### src/rtl/uart_rx_packet_parser.sv
// uart_rx_packet_parser
// Frames bytes from an upstream UART receiver into packets of the form
// SYNC, CMD, LEN, payload[LEN], CHK where CHK is the XOR of CMD, LEN and
// every payload byte. A verified packet is held until the consumer acks it.
// Errors abort the current frame and raise a one-cycle strobe with a code.
module uart_rx_packet_parser #(
  parameter logic [7:0] SYNC_BYTE    = 8'hA5,
  parameter int         MAX_LEN      = 8,
  parameter int         TIMEOUT_CLKS = 4340
) (
  input  logic       i_Clk,
  input  logic       i_Rst_L,
  input  logic       i_RX_DV,
  input  logic [7:0] i_RX_Byte,
  input  logic       i_Pkt_Ack,
  input  logic [3:0] i_Rd_Addr,
  output logic [7:0] o_Rd_Data,
  output logic       o_Pkt_Valid,
  output logic [7:0] o_Pkt_Cmd,
  output logic [4:0] o_Pkt_Len,
  output logic       o_Err_Pulse,
  output logic [1:0] o_Err_Code
);

  typedef enum logic [2:0] {
    IDLE,
    GET_CMD,
    GET_LEN,
    GET_DATA,
    GET_CHK,
    HOLD
  } state_e;

  typedef enum logic [1:0] {
    ERR_OVERRUN = 2'b00,
    ERR_BAD_LEN = 2'b01,
    ERR_CHKSUM  = 2'b10,
    ERR_TIMEOUT = 2'b11
  } err_e;

  localparam logic [4:0]  MAX_LEN_W   = 5'(MAX_LEN);
  localparam logic [7:0]  MAX_LEN_B   = 8'(MAX_LEN);
  localparam logic [15:0] TMO_LAST    = 16'(TIMEOUT_CLKS - 1);

  state_e      state_q;
  logic [7:0]  cmd_q;
  logic [4:0]  len_q;
  logic [7:0]  chk_q;
  logic [3:0]  idx_q;
  logic [15:0] tmo_q;
  logic        pkt_valid_q;
  logic        err_pulse_q;
  err_e        err_code_q;
  // The buffer is always 16 deep so the 4-bit read index never runs past
  // the array; entries at or above MAX_LEN are never written and read as 0.
  logic [7:0]  buf_q [16];

  // Frame parser, payload buffer, timeout counter and registered outputs.
  // NOTE: state is updated with non-blocking assignments only, so every
  // branch below sees the values from the start of the cycle.
  always_ff @(posedge i_Clk or negedge i_Rst_L) begin
    if (!i_Rst_L) begin
      state_q     <= IDLE;
      cmd_q       <= '0;
      len_q       <= '0;
      chk_q       <= '0;
      idx_q       <= '0;
      tmo_q       <= '0;
      pkt_valid_q <= 1'b0;
      err_pulse_q <= 1'b0;
      err_code_q  <= ERR_OVERRUN;
      // NOTE: the payload buffer is deliberately cleared on reset so a
      // consumer never reads contents left over from before the reset.
      for (int i = 0; i < 16; i++) begin
        buf_q[i] <= '0;
      end
    end else begin
      err_pulse_q <= 1'b0;

      // Inter-byte timer: only runs while a frame is in progress.
      if (i_RX_DV || state_q == IDLE || state_q == HOLD) begin
        tmo_q <= '0;
      end else begin
        tmo_q <= tmo_q + 16'd1;
      end

      case (state_q)
        IDLE: begin
          if (i_RX_DV && i_RX_Byte == SYNC_BYTE) begin
            state_q <= GET_CMD;
          end
        end

        HOLD: begin
          // Bytes arriving while a packet is held are dropped, even when
          // the ack lands on the same cycle.
          if (i_RX_DV) begin
            err_pulse_q <= 1'b1;
            err_code_q  <= ERR_OVERRUN;
          end
          if (i_Pkt_Ack) begin
            pkt_valid_q <= 1'b0;
            state_q     <= IDLE;
          end
        end

        default: begin
          if (i_RX_DV) begin
            case (state_q)
              GET_CMD: begin
                cmd_q   <= i_RX_Byte;
                chk_q   <= i_RX_Byte;
                state_q <= GET_LEN;
              end
              GET_LEN: begin
                chk_q <= chk_q ^ i_RX_Byte;
                idx_q <= '0;
                if (i_RX_Byte > MAX_LEN_B) begin
                  err_pulse_q <= 1'b1;
                  err_code_q  <= ERR_BAD_LEN;
                  state_q     <= IDLE;
                end else begin
                  len_q   <= i_RX_Byte[4:0];
                  state_q <= (i_RX_Byte == 8'd0) ? GET_CHK : GET_DATA;
                end
              end
              GET_DATA: begin
                buf_q[idx_q] <= i_RX_Byte;
                chk_q        <= chk_q ^ i_RX_Byte;
                idx_q        <= idx_q + 4'd1;
                if ({1'b0, idx_q} == len_q - 5'd1) begin
                  state_q <= GET_CHK;
                end
              end
              GET_CHK: begin
                if (i_RX_Byte == chk_q) begin
                  pkt_valid_q <= 1'b1;
                  state_q     <= HOLD;
                end else begin
                  err_pulse_q <= 1'b1;
                  err_code_q  <= ERR_CHKSUM;
                  state_q     <= IDLE;
                end
              end
              default: state_q <= IDLE;
            endcase
          end else if (tmo_q == TMO_LAST) begin
            // A strobe on this same cycle takes the branch above instead.
            err_pulse_q <= 1'b1;
            err_code_q  <= ERR_TIMEOUT;
            tmo_q       <= '0;
            state_q     <= IDLE;
          end
        end
      endcase
    end
  end

  // Combinational payload read port; out-of-range addresses read as zero.
  always_comb begin
    o_Rd_Data = 8'h00;
    if ({1'b0, i_Rd_Addr} < MAX_LEN_W) begin
      o_Rd_Data = buf_q[i_Rd_Addr];
    end
  end

  assign o_Pkt_Valid = pkt_valid_q;
  assign o_Pkt_Cmd   = cmd_q;
  assign o_Pkt_Len   = len_q;
  assign o_Err_Pulse = err_pulse_q;
  assign o_Err_Code  = err_code_q;

endmodule

### config.mk
export PLATFORM = sky130hd
export DESIGN_NAME = uart_rx_packet_parser
export DESIGN_NICKNAME = d
export VERILOG_FILES = /design/src/rtl/uart_rx_packet_parser.sv
export SDC_FILE = /design/constraint.sdc
export NUM_CORES = 1
export LEC_CHECK = 0
export CAP_MARGIN = 5
export CORE_MARGIN = 2
export CORE_UTILIZATION = 44
export CTS_BUF_LIST = sky130_fd_sc_hd__clkbuf_8 sky130_fd_sc_hd__clkbuf_16
export CTS_CLUSTER_DIAMETER = 80
export DETAILED_ROUTE_END_ITERATION = 7
export SLEW_MARGIN = 25
export SYNTH_ARGS = -nofsm -noshare
export SYNTH_HDL_FRONTEND = slang
export SYNTH_SLANG_ARGS = --single-unit
export TNS_END_PERCENT = 10
### constraint.sdc
create_clock -name i_Clk -period 6 [get_ports i_Clk]
set_clock_uncertainty 0.2 [all_clocks]
set_input_delay 0.6 -clock i_Clk [delete_from_list [all_inputs] [get_ports i_Clk]]
set_output_delay 0.6 -clock i_Clk [all_outputs]
set_load 0.02 [all_outputs]
# Yosys cells after proc, flatten, opt, wreduce, memory -nomap -nowiden
# Cells that the tools add are included.
[totals] ff_bits=176 in_bits=16 output_inout_bits=25 wordCells=120
[op_classes] add_sub_neg=3 n_lt_le_gt_ge=5 eq_ne=16 mux=42 bitwise=6 n_reduce_logical=23
[op_table] cell="bitwise mux 128 bit" n=1
[op_table] cell="2-to-1 mux 16 bit" n=4
[op_table] cell="binary-select mux 8 bit (select 4 bit)" n=1
[op_table] cell="demux 8 bit (select 4 bit)" n=1
[op_table] cell="2-to-1 mux 8 bit" n=4
[op_table] cell="2-to-1 mux 3 bit" n=8
[op_table] cell="adder 16 x 1 -> 16 bit, second input constant" n=1
[op_table] cell="== test 16 x 13 -> 1 bit, second input constant" n=1
[op_table] cell="case mux 8 bit (2 select lines)" n=1
[op_table] cell="case mux 3 bit (4 select lines)" n=1
[op_table] cell="AND reduction 3 bit" n=4
[op_table] cell="nonzero test 2 bit" n=6
[op_table] cell=">= comparator 5 bit, second input constant" n=2
[op_table] cell="2-to-1 mux 2 bit" n=5
[op_table] cell="NOT 4 -> 5 bit" n=2
[op_table] cell="2-to-1 mux 1 bit" n=9
[op_table] cell="== test 8 bit" n=1
[op_table] cell="== test 8 bit, second input constant" n=1
[op_table] cell="greater-than comparator 8 x 4 -> 1 bit, second input constant" n=1
[op_table] cell="zero test 8 bit" n=1
[op_table] cell="!= test 4 bit, second input constant" n=2
[op_table] cell="case mux 2 bit (2 select lines)" n=2
[op_table] cell="case mux 4 bit (2 select lines)" n=1
[op_table] cell="AND reduction 4 bit" n=2
[op_table] cell="other kinds (23)" n=33

# Depth between registers and ports, before layout
[depth] word_depth=7 depth_mapped=7 depth_no_buf=6

# Least setup slack after synthesis
# OpenSTA, ideal clock, no wires.
[synth_timing] kind="in2out" startpoint="input port i_Rd_Addr[0]" endpoint="output port o_Rd_Data[3]" arrival_ns=1.888 slack_ns=3.312 stages=5 path_buffers=2 path_cell_list="buf_2 > buf_2 > mux4_2 > mux2i_1 > nor2_1"
[synth_between] elab_chain_len=5
[synth_lines] item="from (decl)" line_no="16" text="input logic [3:0] i_Rd_Addr,"
[synth_lines] item="NOT 4 -> 5 bit (implied by the code)" line_no="163" text="o_Rd_Data = buf_q[i_Rd_Addr];"
[synth_lines] item="binary-select mux 8 bit (select 4 bit)" line_no="163"
[synth_lines] item="2-to-1 mux 8 bit (implied by the code) (2 in a row)" line_no="163"
[synth_lines] item="2-to-1 mux 8 bit *" line_no="162" text="if ({1'b0, i_Rd_Addr} < MAX_LEN_W) begin"
[synth_lines] item="to (decl)" line_no="17" text="output logic [7:0] o_Rd_Data,"
# Every way passes the cells marked *; elsewhere a longest branch is shown, timed or not. The select of a mux whose other input is x is not followed.

# Worst setup path after layout
[layout_timing] startpoint="input port i_Rd_Addr[1]" endpoint="output port o_Rd_Data[3]"
# The elaborated chain is that of the path after synthesis.

==> flow_metrics.py <==
metrics = {
    "setup_path": {
        "cp_data_required_time_ns": 5.20,
        "crit_type": "in2out",
        "r2r_slack_ns": 3.38,
        "cp.arrival_ns": 2.81,
        "r2r_end": "buf_q[105]",
        "ff2ff_path_depth": 4,
        "crit_fanout": 16,
        "rr_startpoint": "state_q[0]",
        "endpoint_kind": "output pin",
        "startpoint_type": "input pin",
    },
    "global_route": {
        "grt_pass1_vias": 3480,
        "grt_pass1_wl_um": 19100,
        "antenna_found_initial": 0,
        "grt_max_degree": 61,
        "grtUsageTotal_pct": 19.0,
        "grt_overflow": 0,
    },
    "drt": {
        "drt_iter0_markers": 151,
        "vias": 3444,
        "drt-total-wl_um": 11400,
        "dr.pass1.iters": 4,
        "drc": 0,
        "final_antenna_net_count": 0,
        "wire_per_inst_um": 17.9,
        "via_per_inst": 5.40,
    },
    "status": {
        "status": "complete, no violations",
    },
    "sta": {
        "maxSlewViolCount": 0,
        "rsz0062_at_grt": "no",
        "period_minus_slack_ns": 3.61,
        "setup_tns_ns": 0,
        "max_slew.worst_pin.slew_ns": 0.812,
        "final-setup-viol-count": 0,
        "max_freq_mhz": 277,
        "hold_viol": 0,
        "finalCritPeriodShare_pct": 60.2,
        "slew_headroom_pct": 45.7,
    },
    "synth": {
        "synth_most_common_cell": "dfrtp_1",
        "yosys-top-cells-count": "112 x dfrtp_1, 74 x mux2_2, 30 x nand2_1, 30 x nor2_1, 21 x xor2_1",
        "synthTopCellsByArea": "dfrtp_1 51%, mux2_2 15%, mux4_2 6.6%, xor2_1 3.4%, nand2_1 2.1%",
        "syn_nets": 463,
        "synth_edf_count": 0,
        "syn_area_per_cell_um2": 12.4,
        "async_reset_ff_share_pct": 100,
        "synth_cells": 441,
        "seq_area_frac_synth_pct": 51.3,
        "synth_cell_type_count": 45,
        "yosys.area.top_type_share_pct": 51.3,
        "ys.flop_type": "dfrtp_1",
        "synth_area_leader_cell": "dfrtp_1",
        "netlist_area_um2": 5460,
        "synth-seq-cells": 112,
        "yosysWarnings": 0,
    },
    "die": {
        "ioPinCount": 41,
        "initial_core_util_pct": 45.3,
        "die_w_um": 115,
        "fp.coreArea_um2": 12100,
        "die_y_um": 115,
        "placementRows": 40,
        "die_area_um2": 13300,
    },
    "clocking": {
        "numCtsBuffers": 9,
        "clock_sinks": 112,
        "clockBufferDepth": 2,
        "cts_tree": "built",
        "htree_num_levels": 3,
        "clk_latency_ns": 0.35,
        "ctsResizeCount": 0,
        "cts_setup_buffers": 0,
        "cts_hold_buf": 0,
        "path_clk_slew_ns": 0.07,
        "cts_root_buf": "clkbuf_16",
    },
    "min_path": {
        "hp-class": "in2async",
    },
    "power": {
        "p_leak_uw": 0.00280,
        "ir_drop_uv": 191,
        "power_density_nw_per_um2": 304,
    },
    "place": {
        "portBuffers": 40,
        "finalWeightedCongestion": 0.835,
        "placed_area_um2": 5940,
        "place_hpwl_um": 7660,
    },
    "job": {
        "maxCapViolCount": 0,
    },
    "cells_and_area": {
        "multi_input_area_um2": 2500,
        "syn_to_final_growth_pct": 14.9,
        "utilization_pct": 52.0,
        "fill_cells": 1079,
        "drive_gt1_share_pct": 24.5,
        "nNetsFinal": 487,
        "diodes": 0,
        "fin_area_um2": 6270,
        "seqCellArea_um2": 2800,
    },
}
==> cells by family after synthesis <==
| logic type | after synthesis | synth area share [%] |
|---|---|---|
| simple gates | 120 | 11.3 |
| xor+xnor | 33 | 5.29 |
| compound gates | 33 | 3.94 |
| buf+inv | 36 | 2.89 |
| fa+ha+maj | 6 | 1.37 |
| mux | 101 | 23.9 |
| flops | 112 | 51.3 |
==> flip-flops by register name (all words and copies together), names as in the netlist, 2 cells and up <==
signal and cells:
buf_q 64, state_q 3, o_Err_Code 2, idx_q 4
chk_q 8, tmo_q 16, o_Pkt_Len 5, o_Pkt_Cmd 8
==> critical path, stage by stage <==
cell,delay (ns)
clkdlybuf4s50_1,1.00
mux4_2,0.34
mux2i_1,0.07
nor2_1,0.16
clkdlybuf4s50_1,0.63
==> layout make-up <==
| cell class | count | share of cell area, % |
|---|---|---|
| inverter | 8 | 0.479 |
| multi-input combinational | 293 | 39.9 |
| timing repair buffer | 41 | 6.38 |
| sequential | 112 | 44.7 |
| tap | 168 | 3.35 |
| clock inverter | 6 | 1.36 |
| clock buffer | 10 | 3.81 |
==> report_power, final <==
part | internal [uW] | switching (uW) | total, uW
sequential | 837 | 65.3 | 903
clock | 376 | 275 | 651
combinational | 180 | 174 | 354
==> through the flow <==
step           hold WS, ns  std cells  total power, uW  setup slack [ns]
6_report            0.0857        638             1910              2.39
3_5_place_dp         0.255        622             1270              2.37
3_3_place_gp         0.247        622             1270              1.92
4_1_cts              0.107        638             1930              2.37
5_1_grt              0.142        638             2000              2.26
2_1_floorplan        0.104        441             1130              3.31
==> how the worst max path moves through the flow <==
stage / startpoint / end / slack [ns] / cells past startpoint
floorplan: i_Rd_Addr[0] / o_Rd_Data[3] / 3.31 / 5
global placement: i_Rd_Addr[0] / o_Rd_Data[7] / 1.92 / 5
detailed placement: i_Rd_Addr[1] / o_Rd_Data[7] / 2.37 / 5
CTS: i_Rd_Addr[1] / o_Rd_Data[7] / 2.37 / 5
global route: i_Rd_Addr[1] / o_Rd_Data[7] / 2.26 / 5
finish: i_Rd_Addr[1] / o_Rd_Data[3] / 2.39 / 5
==> placed cells by master, fill, tap and decap left out, types with 9 or more instances in the layout <==
cell type and count:
xor2_1 21, a21oi_1 10, mux2i_1 9, inv_1 10
clkdlybuf4s50_1 38, clkbuf_16 9, dfrtp_1 112, nor2_1 30
nand2_1 30, xnor2_1 12, mux2_2 74, mux4_2 16
nand3_1 9
==> routing by layer <==
metal / vias to the layer above / track usage, % / wire length, um
li1: 1618 / - / -
met1: 1763 / 27.6 / 5550
met2: 47 / 29.0 / 5350
met3: 16 / 3.43 / 335
met4: 0 / 6.27 / 191
met5: - / 0 / 0
No activity file was read; power rests on OpenSTA's default activity.
